**src/rtl/bram_sp_param_if.sv**
```systemverilog
// Access port of the parametrised single-port RAM: clear request, lane-masked write, read and status.
// The master drives the request fields; the slave returns read data, read-valid and clear-busy.
interface bram_sp_param_if #(
    parameter int DATA_W = 4,
    parameter int LANE_W = 4,
    parameter int ADDR_W = 5
);
    localparam int NL = DATA_W / LANE_W;

    logic              clr;
    logic              we;
    logic [NL-1:0]     be;
    logic              re;
    logic [ADDR_W-1:0] a;
    logic [DATA_W-1:0] di;
    logic [DATA_W-1:0] dout;
    logic              rvalid;
    logic              busy;

    modport master (
        output clr, we, be, re, a, di,
        input  dout, rvalid, busy
    );

    modport slave (
        input  clr, we, be, re, a, di,
        output dout, rvalid, busy
    );
endinterface

```
**src/rtl/bram_sp_param.sv**
```systemverilog
// Single-port RAM, lane write enables, read latency 0/1 by READ_MODE (+1 with BRAM_SP_PARAM_OUT_REG_EN);
// no backpressure: one access per cycle, all accesses dropped while the clear sequencer holds busy.
module bram_sp_param #(
    parameter int                DATA_W    = 4,
    parameter int                LANE_W    = 4,
    parameter int                ADDR_W    = 5,
    parameter int                DEPTH     = 32,
    parameter int                READ_MODE = 0,
    parameter logic [DATA_W-1:0] INIT_VAL  = '0
) (
    input logic           clk,
    input logic           rst_n,
    bram_sp_param_if.slave bus
);
    localparam int                NL   = DATA_W / LANE_W;
    localparam logic [ADDR_W-1:0] LAST = ADDR_W'(DEPTH - 1);

    typedef enum logic {CLEAR = 1'b0, READY = 1'b1} state_t;

    state_t            state;
    logic [ADDR_W-1:0] cnt;
    logic              busy_q;
    logic [DATA_W-1:0] ram [DEPTH];

    logic              in_range;
    logic              acc;
    logic [DATA_W-1:0] old_word;
    logic [DATA_W-1:0] rd_dat;
    logic              rd_vld;

    // One extra address bit so DEPTH == 2**ADDR_W compares correctly.
    assign in_range = ({1'b0, bus.a} < (ADDR_W + 1)'(DEPTH));
    assign acc      = bus.re & ~busy_q;
    assign old_word = in_range ? ram[bus.a] : '0;

    always_ff @(posedge clk or negedge rst_n) begin
        if (!rst_n) begin
            state  <= CLEAR;
            cnt    <= '0;
            busy_q <= 1'b1;
        end else begin
            case (state)
                CLEAR: begin
                    if (bus.clr) begin
                        cnt <= '0;
                    end else if (cnt == LAST) begin
                        state  <= READY;
                        busy_q <= 1'b0;
                        cnt    <= '0;
                    end else begin
                        cnt <= cnt + ADDR_W'(1);
                    end
                end
                READY: begin
                    if (bus.clr) begin
                        state  <= CLEAR;
                        busy_q <= 1'b1;
                        cnt    <= '0;
                    end
                end
                default: begin
                    state  <= CLEAR;
                    busy_q <= 1'b1;
                    cnt    <= '0;
                end
            endcase
        end
    end

    // Array has no reset so it can map onto RAM primitives.
    always_ff @(posedge clk) begin
        if (busy_q) begin
            ram[cnt] <= INIT_VAL;
        end else if (bus.we && in_range) begin
            for (int i = 0; i < NL; i++) begin
                if (bus.be[i]) begin
                    ram[bus.a][i*LANE_W +: LANE_W] <= bus.di[i*LANE_W +: LANE_W];
                end
            end
        end
    end

    generate
        if (READ_MODE == 0) begin : g_async
            assign rd_dat = old_word;
            assign rd_vld = acc;
        end else begin : g_sync
            logic [DATA_W-1:0] rd_word;
            logic [DATA_W-1:0] q;
            logic              v;

            if (READ_MODE == 2) begin : g_wf
                always_comb begin
                    rd_word = old_word;
                    if (bus.we && in_range) begin
                        for (int i = 0; i < NL; i++) begin
                            if (bus.be[i]) begin
                                rd_word[i*LANE_W +: LANE_W] = bus.di[i*LANE_W +: LANE_W];
                            end
                        end
                    end
                end
            end else begin : g_rf
                assign rd_word = old_word;
            end

            always_ff @(posedge clk or negedge rst_n) begin
                if (!rst_n) begin
                    q <= '0;
                    v <= 1'b0;
                end else begin
                    v <= acc;
                    if (acc) begin
                        q <= rd_word;
                    end
                end
            end

            assign rd_dat = q;
            assign rd_vld = v;
        end
    endgenerate

`ifdef BRAM_SP_PARAM_OUT_REG_EN
    logic [DATA_W-1:0] o_dat;
    logic              o_vld;

    // Not flushed by clr: a read already in flight still completes.
    always_ff @(posedge clk or negedge rst_n) begin
        if (!rst_n) begin
            o_dat <= '0;
            o_vld <= 1'b0;
        end else begin
            o_vld <= rd_vld;
            if (rd_vld) begin
                o_dat <= rd_dat;
            end
        end
    end

    assign bus.dout   = o_dat;
    assign bus.rvalid = o_vld;
`else
    assign bus.dout   = rd_dat;
    assign bus.rvalid = rd_vld;
`endif

    assign bus.busy = busy_q;
endmodule

```
**src/flat_wrapper.sv**
```systemverilog
// flat-port wrapper written by rule: the top's interface ports become plain ports
module bram_sp_param_flat 
#(
    parameter int                DATA_W    = 4,
    parameter int                LANE_W    = 4,
    parameter int                ADDR_W    = 5,
    parameter int                DEPTH     = 32,
    parameter int                READ_MODE = 0,
    parameter logic [DATA_W-1:0] INIT_VAL  = '0
)
  (clk, rst_n, bus_clr, bus_we, bus_be, bus_re, bus_a, bus_di, bus_dout, bus_rvalid, bus_busy);
  bram_sp_param_if #(.DATA_W(DATA_W), .LANE_W(LANE_W), .ADDR_W(ADDR_W)) bus_i ();
  input logic clk;
  input logic rst_n;
  input wire logic [$bits(bus_i.clr)-1:0] bus_clr;
  input wire logic [$bits(bus_i.we)-1:0] bus_we;
  input wire logic [$bits(bus_i.be)-1:0] bus_be;
  input wire logic [$bits(bus_i.re)-1:0] bus_re;
  input wire logic [$bits(bus_i.a)-1:0] bus_a;
  input wire logic [$bits(bus_i.di)-1:0] bus_di;
  output wire logic [$bits(bus_i.dout)-1:0] bus_dout;
  output wire logic [$bits(bus_i.rvalid)-1:0] bus_rvalid;
  output wire logic [$bits(bus_i.busy)-1:0] bus_busy;
  assign bus_i.clr = bus_clr;
  assign bus_i.we = bus_we;
  assign bus_i.be = bus_be;
  assign bus_i.re = bus_re;
  assign bus_i.a = bus_a;
  assign bus_i.di = bus_di;
  assign bus_dout = bus_i.dout;
  assign bus_rvalid = bus_i.rvalid;
  assign bus_busy = bus_i.busy;
  bram_sp_param #(.DATA_W(DATA_W), .LANE_W(LANE_W), .ADDR_W(ADDR_W), .DEPTH(DEPTH), .READ_MODE(READ_MODE), .INIT_VAL(INIT_VAL)) u_core (.clk(clk), .rst_n(rst_n), .bus(bus_i));
endmodule
```
**config.mk**
```make
export PLATFORM = sky130hd
export DESIGN_NAME = bram_sp_param_flat
export DESIGN_NICKNAME = d
export VERILOG_FILES = /design/src/rtl/bram_sp_param_if.sv /design/src/rtl/bram_sp_param.sv /design/src/flat_wrapper.sv
export SDC_FILE = /design/constraint.sdc
export NUM_CORES = 1
export LEC_CHECK = 0
export CORE_ASPECT_RATIO = 1.2
export CORE_MARGIN = 3
export CORE_UTILIZATION = 55
export CTS_CLUSTER_SIZE = 24
export DETAILED_ROUTE_END_ITERATION = 8
export GPL_TIMING_DRIVEN = 0
export MAX_ROUTING_LAYER = met4
export PLACE_DENSITY = 0.7
export RECOVER_POWER = 50
export SKIP_CTS_REPAIR_TIMING = 1
export SYNTH_ARGS = -nofsm -noshare
export SYNTH_HDL_FRONTEND = slang
export SYNTH_SLANG_ARGS = --single-unit
```
**constraint.sdc**
```tcl
create_clock -name clk -period 3.6 [get_ports clk]
set_clock_uncertainty 0.2 [all_clocks]
set_input_delay 0.36 -clock clk [delete_from_list [all_inputs] [get_ports clk]]
set_output_delay 0.36 -clock clk [all_outputs]
set_load 0.01 [all_outputs]
```
Yosys cells after proc, flatten, opt, wreduce, memory -nomap -nowiden
Memory sizes are Yosys's and may differ from the RTL's.
Cells that the tools add are included.
W data, S select, Z words.

storage, ports and cells
  register bits = 7
  memory bits (writable) = 128
  input port bits = 15
  output and inout port bits = 6
  memories = 1

memories
  name        words  bits a word  rd ports  clocked after Yosys merged registers in  wr ports  line                 source
  u_core.ram  32     4            1         0                                        1         bram_sp_param.sv:23  logic [DATA_W-1:0] ram [DEPTH];

operators by class
  add/subtract/negate cells = 1
  eq/ne operators = 4
  mux-type cells = 21
  bitwise gates (word level) = 3
  reductions and logical operators = 2

operator list
  kind                   count
  $mux W5                4
  $mux W1                13
  $pmux W5 S2            1
  $add A5 B1 Y5 const B  1
  $eq A5 B5 Y1 const B   1
  $mux W4                1
  $ne A2 B2 Y1 const B   2
  $pmux W1 S2            2
  $reduce_or A4 Y1       1
  $reduce_and A3 Y1      1
  $ne A2 B1 Y1 const B   1
  $not A1 Y1             2
  $and A1 B1 Y1          1

Depth between registers and ports, before layout
Gate-level depths: netlist of run 1.

  depth in word-level cells = 6
  depth in mapped cells = 6

Least setup slack after synthesis of run 1
No wires, ideal clock.

  path kind = input -> output
  from = in bus_a[1]
  to = out bus_dout[0]
  arrival = 1,982 ps
  data required time = 3,040 ps
  slack = 1,058 ps
  stages on the path = 5
  path buffers = 2
  path through = clkbuf_1 > clkbuf_1 > mux4_2 > mux4_2 > mux2_2

on the way
  longest elaborated chain between the ends = 1

ends and longest elaborated chain
  item            line                source
  from (decl)     flat_wrapper.sv:19  input wire logic [$bits(bus_i.a)-1:0] bus_a;
  $mem_v2 Z32 W4  n/a
  to (decl)       flat_wrapper.sv:21  output wire logic [$bits(bus_i.dout)-1:0] bus_dout;

No other way between the ends.

Worst setup path in the final report of run 1
  from = in bus_a[1]
  to = out bus_dout[2]

Same word-level chain as after synthesis.

==> results.json, run 1 <==
{
  "clockBufferDepth": 2,
  "path_delay_family": "buffers and inverters",
  "dp_cells": 420,
  "dp_hpwl_um": 6990,
  "drive_gt1_share_pct": 24.8,
  "min_delay_worst_endpoint": "u_core.bus.busy",
  "hold_viol_final": 0,
  "synth_top_cell_by_area": "edfxtp_1",
  "cts_sinks": 135,
  "syn2layout_area_growth_pct": 17.6,
  "setup_tns_ns": 0,
  "yosysWarnings": 0,
  "violations": "capacitance limit, slew limit",
  "cts_buffers": 17,
  "synth_top_cells_by_area": "edfxtp_1, mux4_2, nor3_1",
  "synth_area_mm2": 0.00557,
  "r2r_end": "u_core.ram[6][3]",
  "reg2reg_depth": 5,
  "antenna_found_initial": 0,
  "dieHeight_um": 116,
  "finalSetupViolations": 0,
  "first_global_vias": 2805,
  "place_ws_ns": 0.126,
  "power_density_mw_per_mm2": 579,
  "htreeDepth": 4,
  "maxSlewViolCount": 66,
  "place.gp.congestion": 0.804,
  "worst_path_largest_cell_delay_ns": 0.59,
  "dr.pass1.iters": 4,
  "wire_per_inst_um": 22.6,
  "max_slew_margin_pct": -11.3,
  "leakage_nw": 2.12,
  "cp_max_fo": 10,
  "coreArea_mm2": 0.00971,
  "synth_ff_type": "edfxtp_1",
  "overflow": 0,
  "post-route-period-util_pct": 95.5,
  "grt_max_degree": 33,
  "path_cells": "clkbuf_1, clkbuf_1, mux4_2, mux4_2, mux2_2, clkdlybuf4s50_1",
  "ys_seq_elements": 135,
  "crit_slowest_cell": "clkbuf_1",
  "hold_depth": 2,
  "rsz0062_at_grt": "no",
  "start_util_pct": 57.3,
  "io_pins": 21,
  "required_ns": 3.04,
  "peakVddDrop_uv": 333,
  "num_vias": 2717,
  "finish.utilization_pct": 67.4,
  "crit_buf_inv": 3,
  "ant_nets": 0,
  "synth.net_count": 298,
  "cts_tree": "done",
  "r2r-start": "u_core.bus.busy",
  "max_freq_mhz": 291,
  "via_per_inst": 6.00,
  "synth_top_area_share_pct": 69.1,
  "final_nets": 334,
  "syn-instance-count": 281,
  "max_cap_violations": 2,
  "clock_latency_ns": 0.41,
  "stdcell_count": 453,
  "drc": 0,
  "grt_pass1_wl_um": 16300,
  "portBuffers": 16,
  "clk_pin_slew_ns": 0.05,
  "syn_area_per_cell_um2": 19.8,
  "final.min_clock_period_ns": 3.44,
  "synth.distinct_cells": 27,
  "startpoint_type": "input pin",
  "path_class": "in -> out",
  "wl_um": 10200,
  "async_flop_share_pct": 5.19,
  "hold_start": "u_core.bus.busy",
  "crit_path_end_kind": "primary output",
  "die_w_um": 97.8,
  "hold_class": "reg -> reg",
  "tightest_slew_ns": 1.67,
  "synth_seq_area_share_pct": 72.2,
  "track_usage_pct": 20.8,
  "antenna_cells": 0,
  "rows": 39,
  "arrival_ns": 2.88,
  "drt-initial-drc-count": 240,
  "outcome": "finished with violations",
  "die_area_mm2": 0.0114,
  "synth_edf_count": 128,
  "postLayoutSetupSlackWorst_ns": 0.163,
  "r2r_slack_ns": 0.71,
  "clockRootBuffer": "clkbuf_16"
}
[layout by cell type, fill, tap and decap left out, types with 5 or more instances in the layout]
master,synthesis,layout
clkbuf_1,8,8
dfrtp_1,6,6
bufinv_16,0,5
nor3_1,34,34
mux2_2,6,6
nor2_1,10,10
nor2b_1,6,6
clkbuf_16,0,17
edfxtp_1,128,128
mux2i_1,6,6
clkdlybuf4s50_1,0,14
mux4_2,40,40
[synth_stat cells, drive strengths merged (2+ instances only)]
cell,n
mux2i,6
a21oi,4
nand2,3
and2,4
clkbuf,8
nor3,34
dfrtp,6
edfxtp,128
nor2b,6
buf,7
a32oi,2
inv,3
ha,2
nor2,10
mux2,6
o32a,2
nand3b,2
o21ai,2
mux4,40
[worst min-delay path, delay by kind of cell (launching register included)]
family / cells / cell delay (ns)
flip-flops: 1 / 0.42
AND/OR/NAND/NOR: 2 / 0.17
[power breakdown]
group	total [mW]	internal [mW]	switching (mW)
Combinational	0.189	0.0895	0.0999
Clock	1.87	1.26	0.613
Sequential	1.73	1.72	0.00680
[area by class of cell]
cell class / count / area, µm²
Timing Repair Buffer: 17 / 170
Tap cell: 123 / 154
Multi-Input combinational cell: 128 / 1450
Buffer: 15 / 82.6
Clock inverter: 13 / 201
Sequential cell: 135 / 4020
Fill cell: 639 / 3170
Inverter: 3 / 11.3
Clock buffer: 19 / 453
[sequential cells by signal (all words and copies together), names as in the netlist]
name             cells
u_core.ram         128
u_core.bus.busy      1
u_core.cnt           5
u_core.state         1
[layer usage]
metal,up-vias,GRT usage (%),routed length (µm),share of wire (%)
met5,-,-,0,0
met4,0,8.77,178,1.7
met3,17,5.50,537,5.3
met1,1381,26.4,4250,42
li1,1241,-,-,-
met2,78,32.5,5250,51
[cell families (layout without fill, tap and decap cells)]
group	count (synthesis)	after routing	share of synthesized area, %
DFF	135	135	72.2
and+or+nand+nor	63	63	5.82
muxes	52	52	18.5
buffers and inverters	18	67	1.69
AOI/OAI and AO/OA	11	11	1.33
adders and majority gates	2	2	0.450
[per-stage QoR]
step                power (mW)  cell area, µm²  hold slack [ns]
floorplan                 1.88            5570           -0.136
global placement          1.95            5880            0.337
detailed placement        1.95            5880            0.339
CTS                       3.81            6530        -0.000863
global route              3.90            6540            0.465
finish                    3.79            6540            0.396
[worst max-delay path by stage]
stage / from / to / slack (ns) / cells after the start
after detailed placement: bus_a[1] / bus_dout[2] / 0.13 / 6
after CTS: bus_a[1] / bus_dout[2] / 0.13 / 6
after floorplan: bus_a[1] / bus_dout[0] / 1.06 / 5
final: bus_a[1] / bus_dout[2] / 0.16 / 6
after global routing: bus_a[1] / bus_dout[1] / 0.05 / 6
after global placement: bus_a[1] / bus_dout[2] / 0.13 / 6
(Power assumes the default switching activity.)
==> run 2, diff against run 1 <==
==> constraint.sdc (replaced) <==
create_clock -name clk -period 4.5 [get_ports clk]
set_clock_uncertainty 0.2 [all_clocks]
set_input_delay 0.45 -clock clk [delete_from_list [all_inputs] [get_ports clk]]
set_output_delay 0.45 -clock clk [all_outputs]
set_load 0.01 [all_outputs]
==> run 2 against run 1 <==
The flow still finishes with violations (capacitance limit, slew limit). Final cell count down 0.22%. Die area unchanged. Sequential cell count is the same. Critical endpoint unchanged.
==> results.json, run 2 (synthesized netlist as in run 1, its figures left out) <==
{
  "outcome": "finished with violations",
  "violations": "capacitance limit, slew limit",
  "max_freq_mhz": 277,
  "path_delay_family": "buffers and inverters",
  "startpoint_type": "input pin",
  "leakage_nw": 2.11,
  "most-common-layout-cells": "edfxtp_1, mux4_2, nor3_1, clkbuf_16, clkdlybuf4s50_1",
  "largest_register": "u_core.ram",
  "dr.pass1.iters": 4,
  "htreeDepth": 4,
  "dp_hpwl_um": 6990,
  "final_nets": 333,
  "grt_max_degree": 33,
  "die_area_mm2": 0.0114,
  "path_cells": "clkbuf_1, clkbuf_1, mux4_2, mux4_2, mux2_2, clkdlybuf4s50_1",
  "reg2reg_depth": 5,
  "wire_per_inst_um": 22.6,
  "path_class": "in -> out",
  "first_global_vias": 2805,
  "io_pins": 21,
  "crit_buf_inv": 3,
  "syn2layout_area_growth_pct": 17.4,
  "drive_gt1_share_pct": 25.2,
  "hold_class": "in -> async",
  "via_per_inst": 6.02,
  "crit_path_start": "bus_a[1]",
  "max_slew_margin_pct": -10.8,
  "post-route-period-util_pct": 80.2,
  "rows": 39,
  "cp_max_fo": 10,
  "clk_pin_slew_ns": 0.06,
  "dieHeight_um": 116,
  "wl_um": 10200,
  "r2r_end": "u_core.ram[6][3]",
  "num_vias": 2721,
  "die_w_um": 97.8,
  "cts_buffers": 17,
  "place.gp.congestion": 0.804,
  "portBuffers": 16,
  "crit_path_end_kind": "primary output",
  "track_usage_pct": 20.8,
  "final.min_clock_period_ns": 3.61,
  "clock_latency_ns": 0.42,
  "peakVddDrop_uv": 266,
  "largest_reg_flops": 128,
  "grt_pass1_wl_um": 16300,
  "rsz0062_at_grt": "no",
  "final_area_mm2": 0.00653,
  "setup_tns_ns": 0,
  "reg.largest.list": "u_core.ram x128, u_core.cnt x5",
  "worst_path_largest_cell_delay_ns": 0.58,
  "required_ns": 3.85,
  "antenna_cells": 0,
  "max_cap_violations": 3,
  "hold_viol_final": 0,
  "cts_sinks": 135,
  "start_util_pct": 57.3,
  "r2r-start": "u_core.bus.busy",
  "arrival_ns": 2.96,
  "placed_cell_area_mm2": 0.00588,
  "cts_tree": "done",
  "final_common_cell": "edfxtp_1",
  "antenna_found_initial": 0,
  "drc": 0,
  "finalSetupViolations": 0,
  "tightest_slew_ns": 1.66,
  "clockBufferDepth": 2,
  "r2r_slack_ns": 1.64,
  "clockRootBuffer": "clkbuf_16",
  "power_density_mw_per_mm2": 464,
  "ant_nets": 0,
  "coreArea_mm2": 0.00971,
  "drt-initial-drc-count": 191,
  "maxSlewViolCount": 99,
  "overflow": 0,
  "crit_slowest_cell": "clkbuf_1"
}
-- run 2: cell count changes in the layout (fill, tap and decap cells not counted) --
cell and delta:
clkdlybuf4s50_1 -2, dlygate4sd3_1 +1, dfstp_2 +1, dfstp_1 -1
-- run 2: worst max-delay path by stage --
stage,endpoint,slack [ns],depth (start not counted)
global placement,bus_dout[2],0.85,6
detailed placement,bus_dout[2],0.85,6
floorplan,bus_dout[0],1.78,5
CTS,bus_dout[2],0.85,6
global route,bus_dout[1],0.77,6
finish,bus_dout[2],0.89,6
-- run 2: per-layer routing --
layer	wire length (µm)	GRT usage, %	share of wire [%]
met1	4090	26.4	40
met2	5400	32.5	53
met3	568	5.50	5.6
met4	161	8.77	1.6
met5	0	-	0
-- run 2: power breakdown --
part           internal [mW]  switching (mW)
Clock                   1.01           0.493
Sequential              1.38         0.00528
Combinational         0.0707          0.0799
-- run 2: layout make-up --
class / instances / area, µm²
Sequential cell: 135 / 4020
Fill cell: 640 / 3180
Multi-Input combinational cell: 128 / 1450
Clock buffer: 19 / 453
Clock inverter: 13 / 201
Timing Repair Buffer: 16 / 160
Tap cell: 123 / 154
Buffer: 15 / 82.6
Inverter: 3 / 11.3
-- run 2: per-stage QoR --
| step | setup WS [ns] | utilization (%) | cells | hold slack, ns | power, mW |
|---|---|---|---|---|---|
| after global placement | 0.850 | 60.5 | 420 | 0.337 | 1.56 |
| after detailed placement | 0.846 | 60.5 | 420 | 0.339 | 1.56 |
| after global routing | 0.775 | 67.3 | 452 | 0.158 | 3.12 |
| after CTS | 0.847 | 67.3 | 452 | 0.0891 | 3.05 |
| after floorplan | 1.78 | - | 281 | -0.0456 | 1.51 |
| final | 0.890 | 67.3 | 452 | 0.163 | 3.03 |
==> run 3, diff against run 2 <==
--- a/config.mk
+++ b/config.mk
@@ -7,12 +7,12 @@
 export LEC_CHECK = 0
 export CORE_ASPECT_RATIO = 1.2
 export CORE_MARGIN = 3
-export CORE_UTILIZATION = 55
+export CORE_UTILIZATION = 54
 export CTS_CLUSTER_SIZE = 24
 export DETAILED_ROUTE_END_ITERATION = 8
 export GPL_TIMING_DRIVEN = 0
 export MAX_ROUTING_LAYER = met4
-export PLACE_DENSITY = 0.7
+export PLACE_DENSITY = 0.72
 export RECOVER_POWER = 50
 export SKIP_CTS_REPAIR_TIMING = 1
 export SYNTH_ARGS = -nofsm -noshare
==> constraint.sdc (replaced) <==
create_clock -name clk -period 3.1 [get_ports clk]
set_clock_uncertainty 0.2 [all_clocks]
set_input_delay 0.31 -clock clk [delete_from_list [all_inputs] [get_ports clk]]
set_output_delay 0.31 -clock clk [all_outputs]
set_load 0.01 [all_outputs]
==> run 3 against run 2 <==
The flow now finishes without violations. Register-to-register slack got worse by 1.5 ns. Largest cell class unchanged. Die area increased by 1.8%. Combinational power increased by 49%. Sequential cell count unchanged. Global-route usage increased by 0.39 points. Hold slack improved by 0.24 ns. Setup slack got worse by 0.86 ns. Final cell count increased by 0.22%. Critical path depth decreased by 2. Total power increased by 37%. Sequential power increased by 46%. Non-clock buffer count increased by 1.
==> results.json, run 3 (synthesized netlist as in run 1, its figures left out) <==
{
  "outcome": "finished clean",
  "clock_latency_ns": 0.41,
  "r2r_end": "u_core.ram[25][1]",
  "stdcell_count": 453,
  "dr.pass1.iters": 5,
  "cp_max_fo": 1,
  "grt_max_degree": 33,
  "largest_register": "u_core.ram",
  "num_vias": 2800,
  "ant_nets": 0,
  "overflow": 0,
  "crit_slowest_cell": "mux4_2",
  "peakVddDrop_uv": 372,
  "cts_sinks": 135,
  "drt-initial-drc-count": 179,
  "start_util_pct": 57.0,
  "place.gp.congestion": 0.812,
  "fillers": 657,
  "final_common_cell": "edfxtp_1",
  "final_area_mm2": 0.00649,
  "wl_um": 10700,
  "power_density_mw_per_mm2": 641,
  "portBuffers": 16,
  "startpoint_type": "flop",
  "crit_path_end_kind": "primary output",
  "track_usage_pct": 21.2,
  "antenna_cells": 0,
  "min_delay_worst_endpoint": "u_core.bus.busy",
  "clk_pin_slew_ns": 0.05,
  "maxSlewViolCount": 0,
  "clockRootBuffer": "clkbuf_16",
  "die_area_mm2": 0.0116,
  "max_slew_margin_pct": 26.4,
  "cts_buffers": 17,
  "hold_class": "reg -> reg",
  "cts_tree": "done",
  "die_w_um": 98.7,
  "dp_hpwl_um": 7070,
  "wire_per_inst_um": 23.6,
  "hold_viol_final": 0,
  "dp_cells": 420,
  "arrival_ns": 2.56,
  "first_global_vias": 2983,
  "path_cells": "mux4_2, mux4_2, mux2_2, clkdlybuf4s50_1",
  "final.min_clock_period_ns": 3.07,
  "crit_buf_inv": 1,
  "grt_pass1_wl_um": 17000,
  "most-common-layout-cells": "edfxtp_1, mux4_2, nor3_1, clkbuf_16, clkdlybuf4s50_1",
  "crit_path_frequent_cell": "mux4_2",
  "path_class": "reg -> out",
  "io_pins": 21,
  "worst_path_largest_cell_delay_ns": 0.51,
  "rsz0062_at_grt": "no",
  "antenna_found_initial": 0,
  "drive_gt1_share_pct": 23.6,
  "required_ns": 2.59,
  "max_cap_violations": 0,
  "clockBufferDepth": 2,
  "r2r-start": "u_core.bus.busy",
  "max_freq_mhz": 326,
  "finish.utilization_pct": 66.5,
  "dieHeight_um": 117,
  "reg.largest.list": "u_core.ram x128, u_core.cnt x5",
  "placed_cell_area_mm2": 0.00588,
  "tightest_slew_ns": 1.10,
  "leakage_nw": 2.12,
  "final_nets": 334,
  "hold_depth": 2,
  "path_delay_family": "multiplexers",
  "syn2layout_area_growth_pct": 16.5,
  "holdWs_ns": 0.404,
  "largest_reg_flops": 128,
  "drc": 0,
  "htreeDepth": 4,
  "coreArea_mm2": 0.00976,
  "rows": 39,
  "reg2reg_depth": 5,
  "post-route-period-util_pct": 98.9,
  "hold_start": "u_core.bus.busy",
  "finalSetupViolations": 0,
  "via_per_inst": 6.18,
  "r2r_slack_ns": 0.12
}
==> run 3: worst max-delay path by stage <==
stage / from / endpoint / slack, ns / cells after the start
6_report: u_core.ram[31][1] / bus_dout[1] / 0.03 / 4
4_1_cts: bus_a[1] / bus_dout[0] / -0.37 / 6
5_1_grt: u_core.ram[31][1] / bus_dout[1] / 0.0004 / 4
3_5_place_dp: bus_a[1] / bus_dout[0] / -0.36 / 6
3_3_place_gp: bus_a[1] / bus_dout[2] / -0.28 / 6
2_1_floorplan: bus_a[1] / bus_dout[0] / 0.66 / 5
==> run 3: area by class of cell <==
| type | instances | area [µm²] | area share (%) |
|---|---|---|---|
| sequential | 135 | 4020 | 62.0 |
| multi-input combinational | 128 | 1450 | 22.4 |
| clock buffer | 17 | 425 | 6.56 |
| timing repair buffer | 17 | 175 | 2.70 |
| tap | 123 | 154 | 2.37 |
| clock inverter | 15 | 141 | 2.18 |
| buffer | 15 | 108 | 1.66 |
| inverter | 3 | 11.3 | 0.174 |
==> run 3: power breakdown <==
| part | leakage [nW] | total, mW | internal (mW) | switching (mW) |
|---|---|---|---|---|
| Sequential | 1.27 | 2.01 | 2.00 | 0.00776 |
| Combinational | 0.568 | 0.225 | 0.106 | 0.119 |
| Clock | 0.282 | 1.92 | 1.23 | 0.686 |
==> run 3: through the flow <==
step	power [mW]	setup WS, ns	TNS, ns
after floorplan	2.19	0.658	0
after global placement	2.26	-0.276	-1.07
after detailed placement	2.27	-0.364	-4.20
after CTS	4.17	-0.365	-1.41
after global routing	4.29	0.000350	0
final	4.16	0.0339	0
==> run 3: layer usage <==
layer	vias to the layer above	global-route usage, %	routed length [µm]
li1	1241	-	-
met1	1434	26.6	4310
met2	107	34.5	5660
met3	18	4.56	553
met4	0	8.47	167
met5	-	-	0
==> run 3: worst min-delay path: cells and delay by family (launching register included) <==
family        cells  cell delay, ns
flops             1            0.43
simple gates      2            0.17
